--- config.mk ---
export PLATFORM = sky130hd
export DESIGN_NAME = serial_add_ctrl
export DESIGN_NICKNAME = d
export VERILOG_FILES = /design/src/rtl/serial_add_ctrl.sv
export SDC_FILE = /design/constraint.sdc
export NUM_CORES = 1
export LEC_CHECK = 0
export CAP_MARGIN = 25
export CORE_MARGIN = 5
export CORE_UTILIZATION = 50
export CTS_CLUSTER_SIZE = 12
export DETAILED_ROUTE_END_ITERATION = 8
export PLACE_DENSITY = 0.82
export SLEW_MARGIN = 15
export SYNTH_ARGS = -nofsm -noshare
export SYNTH_HDL_FRONTEND = slang
export SYNTH_SLANG_ARGS = --single-unit
--- constraint.sdc ---
create_clock -name sys_clk -period 2.2 [get_ports sys_clk]
set_clock_uncertainty 0.15 [all_clocks]
set_input_delay 0.44 -clock sys_clk [delete_from_list [all_inputs] [get_ports sys_clk]]
set_output_delay 0.44 -clock sys_clk [all_outputs]
set_load 0.005 [all_outputs]
--- src/rtl/serial_add_ctrl.sv ---
// Bit-serial adder controller: shares one external full_adder across WIDTH bits,
// LSB first, one bit per clock, with valid/ready request and response handshakes.
//
// state  | meaning
// IDLE   | waiting for a request; start_ready high, adder quiescent
// RUN    | one operand bit per clock through the shared full_adder
// DONE   | result held on sum/cout until the consumer accepts it
module serial_add_ctrl #(
    parameter int WIDTH = 8
) (
    input  logic             sys_clk,
    input  logic             sys_rst,
    input  logic             start_valid,
    output logic             start_ready,
    input  logic [WIDTH-1:0] op_a,
    input  logic [WIDTH-1:0] op_b,
    input  logic             cin,
    output logic             sum_valid,
    input  logic             sum_ready,
    output logic [WIDTH-1:0] sum,
    output logic             cout,
    output logic             busy,
    output logic             fa_in1,
    output logic             fa_in2,
    output logic             fa_cin,
    input  logic             fa_sum,
    input  logic             fa_carry
);

    localparam int CNT_W = $clog2(WIDTH) + 1;

    typedef enum logic [1:0] {
        S_IDLE = 2'd0,
        S_RUN  = 2'd1,
        S_DONE = 2'd2
    } state_t;

    state_t             state_q;
    state_t             state_d;
    logic [WIDTH-1:0]   a_sh;
    logic [WIDTH-1:0]   b_sh;
    logic [WIDTH-1:0]   sum_sh;
    logic               carry_reg;
    logic [CNT_W-1:0]   bit_cnt;
    logic               start_fire;
    logic               sum_fire;
    logic               last_bit;

    assign start_fire = start_valid && start_ready;
    assign sum_fire   = sum_valid && sum_ready;
    assign last_bit   = (bit_cnt == CNT_W'(WIDTH - 1));

    always_ff @(posedge sys_clk) begin
        if (sys_rst) begin
            state_q <= S_IDLE;
        end else begin
            state_q <= state_d;
        end
    end

    // Adder inputs stay at zero outside RUN so the shared full_adder is quiet.
    always_comb begin
        state_d     = state_q;
        start_ready = 1'b0;
        sum_valid   = 1'b0;
        fa_in1      = 1'b0;
        fa_in2      = 1'b0;
        fa_cin      = 1'b0;
        unique case (state_q)
            S_IDLE: begin
                start_ready = 1'b1;
                if (start_fire) begin
                    state_d = S_RUN;
                end
            end
            S_RUN: begin
                fa_in1 = a_sh[0];
                fa_in2 = b_sh[0];
                fa_cin = carry_reg;
                if (last_bit) begin
                    state_d = S_DONE;
                end
            end
            S_DONE: begin
                sum_valid = 1'b1;
                if (sum_fire) begin
                    state_d = S_IDLE;
                end
            end
            default: begin
                state_d = S_IDLE;
            end
        endcase
    end

    always_ff @(posedge sys_clk) begin
        if (sys_rst) begin
            a_sh      <= '0;
            b_sh      <= '0;
            sum_sh    <= '0;
            carry_reg <= 1'b0;
            bit_cnt   <= '0;
        end else begin
            unique case (state_q)
                S_IDLE: begin
                    if (start_fire) begin
                        a_sh      <= op_a;
                        b_sh      <= op_b;
                        sum_sh    <= '0;
                        carry_reg <= cin;
                        bit_cnt   <= '0;
                    end
                end
                S_RUN: begin
                    // Sum bits enter at the MSB so bit 0 lands at the bottom after WIDTH shifts.
                    a_sh      <= {1'b0, a_sh[WIDTH-1:1]};
                    b_sh      <= {1'b0, b_sh[WIDTH-1:1]};
                    sum_sh    <= {fa_sum, sum_sh[WIDTH-1:1]};
                    carry_reg <= fa_carry;
                    bit_cnt   <= bit_cnt + CNT_W'(1);
                end
                default: begin
                end
            endcase
        end
    end

    assign busy = (state_q != S_IDLE);
    assign sum  = sum_sh;
    assign cout = carry_reg;

endmodule

* Yosys cells after proc, flatten, opt, wreduce, memory -nomap -nowiden
Index checks and enable logic that the tools add are counted.
Word-level totals: input port bits 23, bits in registers 31, output and inout port bits 15, logic and storage cells 39
Cells by class: equal/unequal tests 6, multiplexer cells 19, $add $sub $neg 1, reductions and logical operators 7
Operator list (number):
- $pmux W8 S2 | 3
- $mux W8 | 3
- $pmux W4 S2 | 1
- $mux W1 | 6
- $mux W2 | 3
- $ne A2 B2 Y1 const B | 3
- $pmux W2 S3 | 1
- $add A4 B1 Y4 const B | 1
- $eq A4 B3 Y1 const B | 1
- $mux W4 | 1
- $reduce_bool A2 Y1 | 2
- $reduce_and A3 Y1 | 1
- $eq A2 B1 Y1 const B | 1
- $eq A2 B2 Y1 const B | 1
- $logic_and A1 B1 Y1 | 2
- $logic_not A2 Y1 | 1
- $pmux W1 S2 | 1
- $reduce_and A2 Y1 | 1

* Logic depth before layout (Yosys ltp)
Gate-level depths: netlist (run 1).
word-level depth 5, mapped depth 5, depth with buffers taken out 3

* Worst setup path before layout (run 1)
No wires, ideal clock.
path type register to output, start point reg state_q[1], end point out fa_cin, required time 1610 ps, path buffers 2, arrival 991 ps, cell stages (with the launch flop) 5, slack 619 ps, cell sequence dfxtp_1 -> clkbuf_2 -> and2b_1 -> buf_2 -> and2_1
On the way: word-level cells in the longest chain between the ends 2
Ends and longest elaborated chain:
- from (decl) | RTL line 38 | state_t state_q;
- from (signal assigned) | RTL line 57 | state_q <= state_d;
- $eq A2 B1 Y1 | RTL line 69 | unique case (state_q)
- $mux W1 | RTL line 69
- to (decl) | RTL line 25 | output logic fa_cin,
No other way between the ends.

* Worst setup path in the final report (run 1)
start point reg state_q[0], end point out busy
On the way: word-level cells in the longest chain between the ends 1
Ends and longest elaborated chain:
- $reduce_bool A2 Y1 | RTL line 128 | assign busy = (state_q != S_IDLE);
- to (decl) | RTL line 22 | output logic busy,
No other way between the ends.

==> impl_metrics.env, run 1 <==
export IMPL_worst_setup_path_type="flip-flop to output pin"
export IMPL_nets=231
export IMPL_cts_tree="built"
export IMPL_cp_end_kind="output pin"
export IMPL_peakVddDrop_mv=0.592
export IMPL_dieArea_mm2=0.00401
export IMPL_syn_cell_area_mm2=0.00142
export IMPL_critPathArrivalTime_ns=1.52
export IMPL_finalCriticalPeriod_ns=2.11
export IMPL_synth_edf_count=0
export IMPL_setup_viol=0
export IMPL_post_route_period_util_pct=95.8
export IMPL_cellPowerDensity_mw_per_mm2=612
export IMPL_yosysWarnings=0
export IMPL_worst_path_max_fanout=7
export IMPL_ctsHoldBuffers=0
export IMPL_drive_above_1_share_pct=16.3
export IMPL_firstDrtPassIters=4
export IMPL_setup_tns_ns=0
export IMPL_yosysSeqAreaShare_pct=43.7
export IMPL_synth_top_area_share_pct=43.7
export IMPL_clockRootBuffer="clkbuf_4"
export IMPL_synth_cell_type_count=36
export IMPL_ant_nets=0
export IMPL_synth_area_leaders="dfxtp_1 44%, nor2_1 6.3%, a21oi_1 4.9%, a22oi_1 4.8%, o221ai_1 4.3%"
export IMPL_p_leak_nw=0.790
export IMPL_nFillCells=196
export IMPL_n_antenna_cell=0
export IMPL_grt_usage_pct=19.0
export IMPL_fmax_mhz=475
export IMPL_grt_max_degree=28
export IMPL_core_area_mm2=0.00273
export IMPL_postSynth_asyncResetShare_pct=0
export IMPL_die_w_um=63.3
export IMPL_hold_viol=0
export IMPL_post_route_drc_count=0
export IMPL_holdCritPathClass="flip-flop to flip-flop"
export IMPL_cp_start_kind="flip-flop"
export IMPL_grt_pass1_vias=1426
export IMPL_start_util_pct=52.0
export IMPL_dpl_hpwl_um=2540
export IMPL_cts_clk_slew_worst_paths_ns=0.10
export IMPL_numCtsBuffers=5
export IMPL_antenna_found_initial=0
export IMPL_synthCells=163
export IMPL_overflow=0
export IMPL_drt_first_iter_violations=89
export IMPL_slew_headroom_pct=83.6
export IMPL_holdWs_ns=0.360
export IMPL_cp_required_ns=1.61
export IMPL_ys_seq_elements=31
export IMPL_ys_flop_type="dfxtp_1"
export IMPL_cts_htree_levels=2
export IMPL_clk_latency_ns=0.34
export IMPL_gp_congestion=0.787
export IMPL_power_mw=1.20
export IMPL_ios=38
export IMPL_vias_per_cell=5.72
export IMPL_grt_pass1_wl_um=6200
export IMPL_drv_slew=0
export IMPL_rows=19
export IMPL_netlist_top_cells_count="31 x dfxtp_1, 24 x nor2_1, 14 x a21oi_1"
export IMPL_yosysTopAreaCell="dfxtp_1"
export IMPL_wl_per_cell_um=15.1
export IMPL_tightest_slew_ns=0.246
export IMPL_port_buffers=37
export IMPL_outcome="complete, no violations"
export IMPL_syn_to_final_growth_pct=38.4
export IMPL_synth_most_common_cell="dfxtp_1"
export IMPL_syn_avg_cell_area_um2=8.72
export IMPL_cts_path_max_buffers=2
export IMPL_clock_sinks=31
export IMPL_wl_um=3610
export IMPL_vias=1367
export IMPL_syn_num_nets=187
export IMPL_die_h_um=63.3
export IMPL_drv_cap=0
flip-flops by register name, summed over array words and instances (netlist names):
name and cells:
state_q 2, sum 8, b_sh 8, a_sh 8, bit_cnt 4, cout 1
power by group:
part / switching [mW] / internal (mW)
sequential: 0.0254 / 0.592
clock: 0.204 / 0.187
combinational: 0.0847 / 0.112
cells by family (layout without fill, tap and decap cells):
logic type / after synthesis / in the layout / synth area share, %
buffers and inverters: 19 / 64 / 6.25
DFF: 31 / 31 / 43.7
and+or+nand+nor: 53 / 53 / 20.5
adders and majority gates: 1 / 1 / 0.880
AOI/OAI and AO/OA: 59 / 59 / 28.7
stage by stage:
step	std cells	utilization [%]	cell area [um^2]	setup WS, ns
after detailed placement	226	67.3	1840	0.186
final	239	71.9	1970	0.0929
after floorplan	163	-	1420	0.619
after CTS	235	70.5	1930	0.0134
after global placement	226	67.3	1840	0.232
after global routing	239	71.9	1970	-0.000138
cell usage in the layout, fill, tap and decap left out, drive strengths merged, types with 2 or more instances in the layout:
master	netlist	layout
dlymetal6s2s	0	3
clkdlybuf4s50	0	34
nor2	24	24
or3b	7	7
a21oi	14	14
a211oi	7	7
buf	9	14
o221ai	7	7
o2bb2ai	3	3
o21ai	7	7
and2	2	2
nand3	2	2
nor3	2	2
nand2b	2	2
inv	5	5
o221a	2	2
a22oi	9	9
nor2b	4	4
clkbuf	5	7
nand2	4	4
o22ai	5	5
dfxtp	31	31
critical path: stages (launching register included):
cell and delay [ns]:
dfxtp_4 0.40, buf_4 0.15, inv_1 0.06, nand2_1 0.07
clkdlybuf4s50_1 0.50
final cells by class:
cell class | instances | area [um^2] | share of cell area, %
clock buffer | 7 | 65.1 | 3.31
clock inverter | 1 | 7.51 | 0.382
inverter | 5 | 18.8 | 0.954
multi-input combinational | 113 | 713 | 36.3
sequential | 31 | 628 | 31.9
tap | 31 | 38.8 | 1.97
timing repair buffer | 51 | 495 | 25.2
path summary, 6_finish.rpt:
check | end | slack [ns] | start | cells past startpoint
min reg2reg | a_sh[6] | 0.36 | a_sh[6] | 2
max reg2reg | b_sh[1] | 0.79 | state_q[1] | 4
max | busy | 0.09 | state_q[0] | 4
min | a_sh[6] | 0.36 | a_sh[6] | 2
metal layers:
| layer | wire length (um) | track usage, % | vias to the layer above | part of all wire, % |
|---|---|---|---|---|
| met3 | 140 | 6.75 | 5 | 3.9 |
| li1 | - | - | 682 | - |
| met4 | 46 | 7.79 | 0 | 1.3 |
| met2 | 1760 | 30.0 | 30 | 49 |
| met1 | 1660 | 23.3 | 650 | 46 |
| met5 | 0 | 0 | - | 0 |
timing repair:
item | in CTS | in global routing
setup endpoints to repair | 5 | 5
setup buffers | 1 | 4
resized for setup | 4 | 4
Power figures use the tool's default switching activity.
==> run 2, diff against run 1 <==
--- a/config.mk
+++ b/config.mk
@@ -7,10 +7,9 @@
 export LEC_CHECK = 0
 export CAP_MARGIN = 25
 export CORE_MARGIN = 5
-export CORE_UTILIZATION = 50
+export CORE_UTILIZATION = 34
 export CTS_CLUSTER_SIZE = 12
 export DETAILED_ROUTE_END_ITERATION = 8
-export PLACE_DENSITY = 0.82
 export SLEW_MARGIN = 15
 export SYNTH_ARGS = -nofsm -noshare
 export SYNTH_HDL_FRONTEND = slang
==> impl_metrics.env, run 2 (same netlist as run 1, synthesis figures left out) <==
export IMPL_outcome="complete, no violations"
export IMPL_vias_per_cell=5.30
export IMPL_worst_slack_ns=0.0858
export IMPL_cp_required_ns=1.61
export IMPL_m1WireLength_um=1630
export IMPL_intPower_mw=0.946
export IMPL_firstDrtPassIters=4
export IMPL_wl_per_cell_um=14.4
export IMPL_post_route_period_util_pct=96.1
export IMPL_top_layer="met4"
export IMPL_drive_above_1_share_pct=13.4
export IMPL_peakVddDrop_mv=0.322
export IMPL_dpl_hpwl_um=2630
export IMPL_drt_first_iter_violations=47
export IMPL_drv_slew=0
export IMPL_post_route_drc_count=0
export IMPL_setup_tns_ns=0
export IMPL_cp_end_kind="output pin"
export IMPL_setup_viol=0
export IMPL_worst_setup_path_type="flip-flop to output pin"
export IMPL_placed_area_mm2=0.00186
export IMPL_overflow=0
export IMPL_die_h_um=74.7
export IMPL_slowest_delay_ns=0.50
export IMPL_drv_cap=0
export IMPL_r2r_start="state_q[1]"
export IMPL_numCtsBuffers=5
export IMPL_slew_headroom_pct=82.5
export IMPL_antenna_found_initial=0
export IMPL_post_cts_resized=2
export IMPL_critPathArrivalTime_ns=1.52
export IMPL_syn_to_final_growth_pct=37.5
export IMPL_clockRootBuffer="clkbuf_8"
export IMPL_holdCritPathClass="flip-flop to flip-flop"
export IMPL_cp_slowest_cell="clkdlybuf4s50_1"
export IMPL_cellPowerDensity_mw_per_mm2=641
export IMPL_fmax_mhz=473
export IMPL_hp_start="b_sh[7]"
export IMPL_layout_common_cells="37 x clkdlybuf4s50_1, 29 x dfxtp_1, 24 x nor2_1"
export IMPL_cp_start_kind="flip-flop"
export IMPL_place_ws_ns=0.162
export IMPL_gp_congestion=0.819
export IMPL_ant_nets=0
export IMPL_grt_pass1_wl_um=5650
export IMPL_port_buffers=37
export IMPL_timing_critical_path_cells="and2b_1 -> and2_1 -> clkdlybuf4s50_1"
export IMPL_ctsHoldBuffers=0
export IMPL_ios=38
export IMPL_dr_wl_met3_um=190
export IMPL_wl_um=3630
export IMPL_power_mw=1.25
export IMPL_grt_max_degree=28
export IMPL_p_leak_nw=0.735
export IMPL_fin_area_mm2=0.00195
export IMPL_rows=23
export IMPL_cts_path_max_buffers=2
export IMPL_tightest_slew_ns=0.263
export IMPL_cts_tree="built"
export IMPL_path_delay_family="buffers and inverters"
export IMPL_grt_pass1_vias=1211
export IMPL_dieArea_mm2=0.00557
export IMPL_finalNonFillerCells=252
export IMPL_finalCriticalPeriod_ns=2.11
export IMPL_vias=1335
export IMPL_final_common_cell="clkdlybuf4s50_1"
export IMPL_start_util_pct=35.3
export IMPL_worst_path_max_fanout=10
export IMPL_clk_latency_ns=0.28
export IMPL_crit_buf_inv=1
export IMPL_nets=226
export IMPL_place_inst=245
export IMPL_hold_viol=0
export IMPL_power_frac_seq_pct=49.4
export IMPL_die_w_um=74.7
export IMPL_grt_usage_pct=13.4
export IMPL_post_cts_buffers=0
export IMPL_rsz0062_at_grt="false"
export IMPL_power_frac_comb_pct=15.1
export IMPL_met2_wirelength_um=1750
export IMPL_netSwitchingFraction_pct=24.5
export IMPL_cts_clk_slew_worst_paths_ns=0.06
export IMPL_p_clk_share_pct=35.5
export IMPL_core_area_mm2=0.00403
export IMPL_timing_critical_path_from="state_q[1]"
export IMPL_power_switching_mw=0.307
export IMPL_n_antenna_cell=0
export IMPL_cts_htree_levels=2
export IMPL_clock_sinks=31
[run 2: cell types whose count changed in the layout (fill, tap and decap cells not counted), sizes merged]
| cell | delta |
|---|---|
| clkinvlp | -1 |
| dlymetal6s2s | -3 |
| buf | -5 |
| clkdlybuf4s50 | +3 |
| clkinv | +1 |
| clkbuf | -1 |
[run 2: cell type report]
cell class	count	area [um^2]
timing repair buffer	46	450
tap	50	62.6
clock inverter	1	5.00
inverter	5	18.8
sequential	31	623
clock buffer	6	82.6
fill	394	2070
multi-input combinational	113	712
[run 2: stage by stage]
step / hold WS, ns / utilization [%]
floorplan: 0.304 / -
global placement: 0.329 / 46.3
detailed placement: 0.350 / 46.3
CTS: 0.357 / 48.5
global route: 0.377 / 48.5
finish: 0.353 / 48.5
[run 2: path summary, 6_finish.rpt]
kind              slack (ns)      end  depth (start not counted)
setup / recovery        0.09   fa_in1                          3
hold / removal          0.35  b_sh[7]                          2
setup reg to reg        0.78  b_sh[1]                          4
hold reg to reg         0.35  b_sh[7]                          2
[run 2: power by group through the flow]
| stage | combinational (mW) | sequential, mW | clock, mW |
|---|---|---|---|
| floorplan | 0.105 | 0.624 | 0 |
| global placement | 0.183 | 0.630 | 0 |
| detailed placement | 0.189 | 0.631 | 0 |
| CTS | 0.190 | 0.619 | 0.462 |
| global route | 0.208 | 0.623 | 0.483 |
| finish | 0.189 | 0.619 | 0.445 |
[run 2: metal layers]
layer	global-route usage, %	vias up
met5	0	-
met4	5.93	0
met3	3.74	6
met2	21.3	31
met1	17.0	627
li1	-	671
[run 2: worst reg2reg max path, cell delays in order, from the launching register on]
cell and delay, ns:
dfxtp_2 0.36, buf_4 0.18, or3b_2 0.45, o21ai_0 0.09, a21oi_1 0.08
==> run 3, diff against run 2 <==
--- a/config.mk
+++ b/config.mk
@@ -6,10 +6,13 @@
 export NUM_CORES = 1
 export LEC_CHECK = 0
 export CAP_MARGIN = 25
+export CELL_PAD_IN_SITES_DETAIL_PLACEMENT = 1
+export CELL_PAD_IN_SITES_GLOBAL_PLACEMENT = 2
 export CORE_MARGIN = 5
-export CORE_UTILIZATION = 34
+export CORE_UTILIZATION = 30
 export CTS_CLUSTER_SIZE = 12
 export DETAILED_ROUTE_END_ITERATION = 8
+export PLACE_DENSITY_LB_ADDON = 0.1
 export SLEW_MARGIN = 15
 export SYNTH_ARGS = -nofsm -noshare
 export SYNTH_HDL_FRONTEND = slang
==> impl_metrics.env, run 3 (same netlist as run 1, synthesis figures left out) <==
export IMPL_outcome="complete, no violations"
export IMPL_holdWs_ns=0.362
export IMPL_fmax_mhz=476
export IMPL_rsz0062_at_grt="false"
export IMPL_post_cts_buffers=0
export IMPL_worst_slack_ns=0.0972
export IMPL_rrSetupSlack_ns=0.65
export IMPL_n_antenna_cell=0
export IMPL_post_route_drc_count=0
export IMPL_r2r_start="state_q[1]"
export IMPL_ios=38
export IMPL_cts_path_max_buffers=2
export IMPL_start_util_pct=30.5
export IMPL_drv_cap=0
export IMPL_finalCriticalPeriod_ns=2.10
export IMPL_place_inst=250
export IMPL_layout_common_cells="37 x clkdlybuf4s50_1, 31 x dfxtp_1, 24 x nor2_1"
export IMPL_cp_slowest_cell="clkdlybuf4s50_1"
export IMPL_drive_above_1_share_pct=12.7
export IMPL_drt_first_iter_violations=86
export IMPL_slew_headroom_pct=81.7
export IMPL_overflow=0
export IMPL_post_route_period_util_pct=95.6
export IMPL_cp_depth=3
export IMPL_die_h_um=78.8
export IMPL_antenna_found_initial=0
export IMPL_setup_viol=0
export IMPL_worst_path_max_fanout=3
export IMPL_dr_wl_met3_um=173
export IMPL_r2r_end="bit_cnt[3]"
export IMPL_ant_nets=0
export IMPL_hp_start="b_sh[7]"
export IMPL_cp_required_ns=1.61
export IMPL_vias=1382
export IMPL_dpl_hpwl_um=2930
export IMPL_m1WireLength_um=1930
export IMPL_die_w_um=78.8
export IMPL_port_buffers=37
export IMPL_timing_critical_path_cells="and2b_1 -> and2_1 -> clkdlybuf4s50_1"
export IMPL_clockRootBuffer="clkbuf_8"
export IMPL_peakVddDrop_mv=0.340
export IMPL_setup_tns_ns=0
export IMPL_holdCritPathClass="flip-flop to flip-flop"
export IMPL_cts_tree="built"
export IMPL_cts_htree_levels=2
export IMPL_final_common_cell="clkdlybuf4s50_1"
export IMPL_path_delay_family="buffers and inverters"
export IMPL_cts_clk_slew_worst_paths_ns=0.06
export IMPL_critPathArrivalTime_ns=1.51
export IMPL_place_ws_ns=0.178
export IMPL_rows=25
export IMPL_numCtsBuffers=5
export IMPL_drv_slew=0
export IMPL_firstDrtPassIters=4
export IMPL_reg2regPathDepth=5
export IMPL_hold_path_end="b_sh[7]"
export IMPL_grt_max_degree=28
export IMPL_clk_latency_ns=0.28
export IMPL_syn_to_final_growth_pct=39.3
export IMPL_wl_per_cell_um=15.7
export IMPL_vias_per_cell=5.36
export IMPL_gp_congestion=0.730
export IMPL_p_leak_nw=0.744
export IMPL_wl_um=4040
export IMPL_nets=227
export IMPL_grt_pass1_wl_um=7170
export IMPL_grt_usage_pct=14.5
export IMPL_cp_end_kind="output pin"
export IMPL_crit_buf_inv=1
export IMPL_placed_area_mm2=0.00188
export IMPL_top_layer="met4"
export IMPL_nFillCells=554
export IMPL_worst_setup_path_type="flip-flop to output pin"
export IMPL_tightest_slew_ns=0.274
export IMPL_dieArea_mm2=0.00621
export IMPL_cp_start_kind="flip-flop"
export IMPL_whs_path_depth=2
export IMPL_cellPowerDensity_mw_per_mm2=660
export IMPL_fin_area_mm2=0.00198
export IMPL_clock_sinks=31
export IMPL_finalNonFillerCells=258
export IMPL_met2_wirelength_um=1880
export IMPL_grt_pass1_vias=1492
export IMPL_hold_viol=0
export IMPL_slowest_delay_ns=0.50
export IMPL_core_area_mm2=0.00466
-- run 3: cell types whose count changed in the layout (fill, tap and decap cells not counted) --
| cell | previous run | this run |
|---|---|---|
| dfxtp_2 | 2 | 0 |
| clkbuf_8 | 6 | 7 |
| clkbuf_1 | 0 | 1 |
| buf_6 | 0 | 1 |
| clkinv_2 | 1 | 0 |
| dfxtp_1 | 29 | 31 |
-- run 3: stage by stage --
stage          util (%)  total power, mW
2_1_floorplan         -            0.729
3_3_place_gp       40.3            0.817
3_5_place_dp       40.3            0.826
4_1_cts            42.4             1.33
5_1_grt            42.5             1.37
6_report           42.5             1.31
-- run 3: what timing repair did --
item                                   4_1_cts  5_1_grt
setup endpoints to repair                    0        2
hold buffers                                 0        0
endpoints found under the hold margin        0        0
gates resized for setup                      0        1
-- run 3: worst max path at each step --
stage	to	slack (ns)	start
floorplan	fa_cin	0.62	state_q[1]
global placement	b_sh[1]	0.23	start_valid
detailed placement	b_sh[1]	0.18	start_valid
CTS	fa_in2	0.05	state_q[1]
global route	busy	0.01	state_q[1]
finish	fa_in1	0.1	state_q[1]
-- run 3: worst register-to-register path: cells and delay by family (launching register included) --
| kind | cells | cell delay (ns) |
|---|---|---|
| compound gates | 1 | 0.17 |
| simple gates | 2 | 0.51 |
| flops | 1 | 0.33 |
| buf+inv | 2 | 0.33 |
-- run 3: final cells by class --
type	count	area (um^2)	area share, %
Sequential cell	31	621	31.3
Tap cell	54	67.6	3.41
Inverter	5	18.8	0.948
Clock buffer	8	100	5.05
Timing Repair Buffer	47	462	23.3
Multi-Input combinational cell	113	712	35.9
-- run 3: routing by layer --
metal | GRT usage (%) | up-vias
met2 | 23.5 | 23
met5 | 0 | -
met4 | 5.15 | 0
li1 | - | 678
met3 | 4.08 | 7
met1 | 18.4 | 674
-- run 3: report_power, final --
group	switching [mW]	internal, mW
clock	0.209	0.285
combinational	0.0879	0.108
sequential	0.0226	0.594
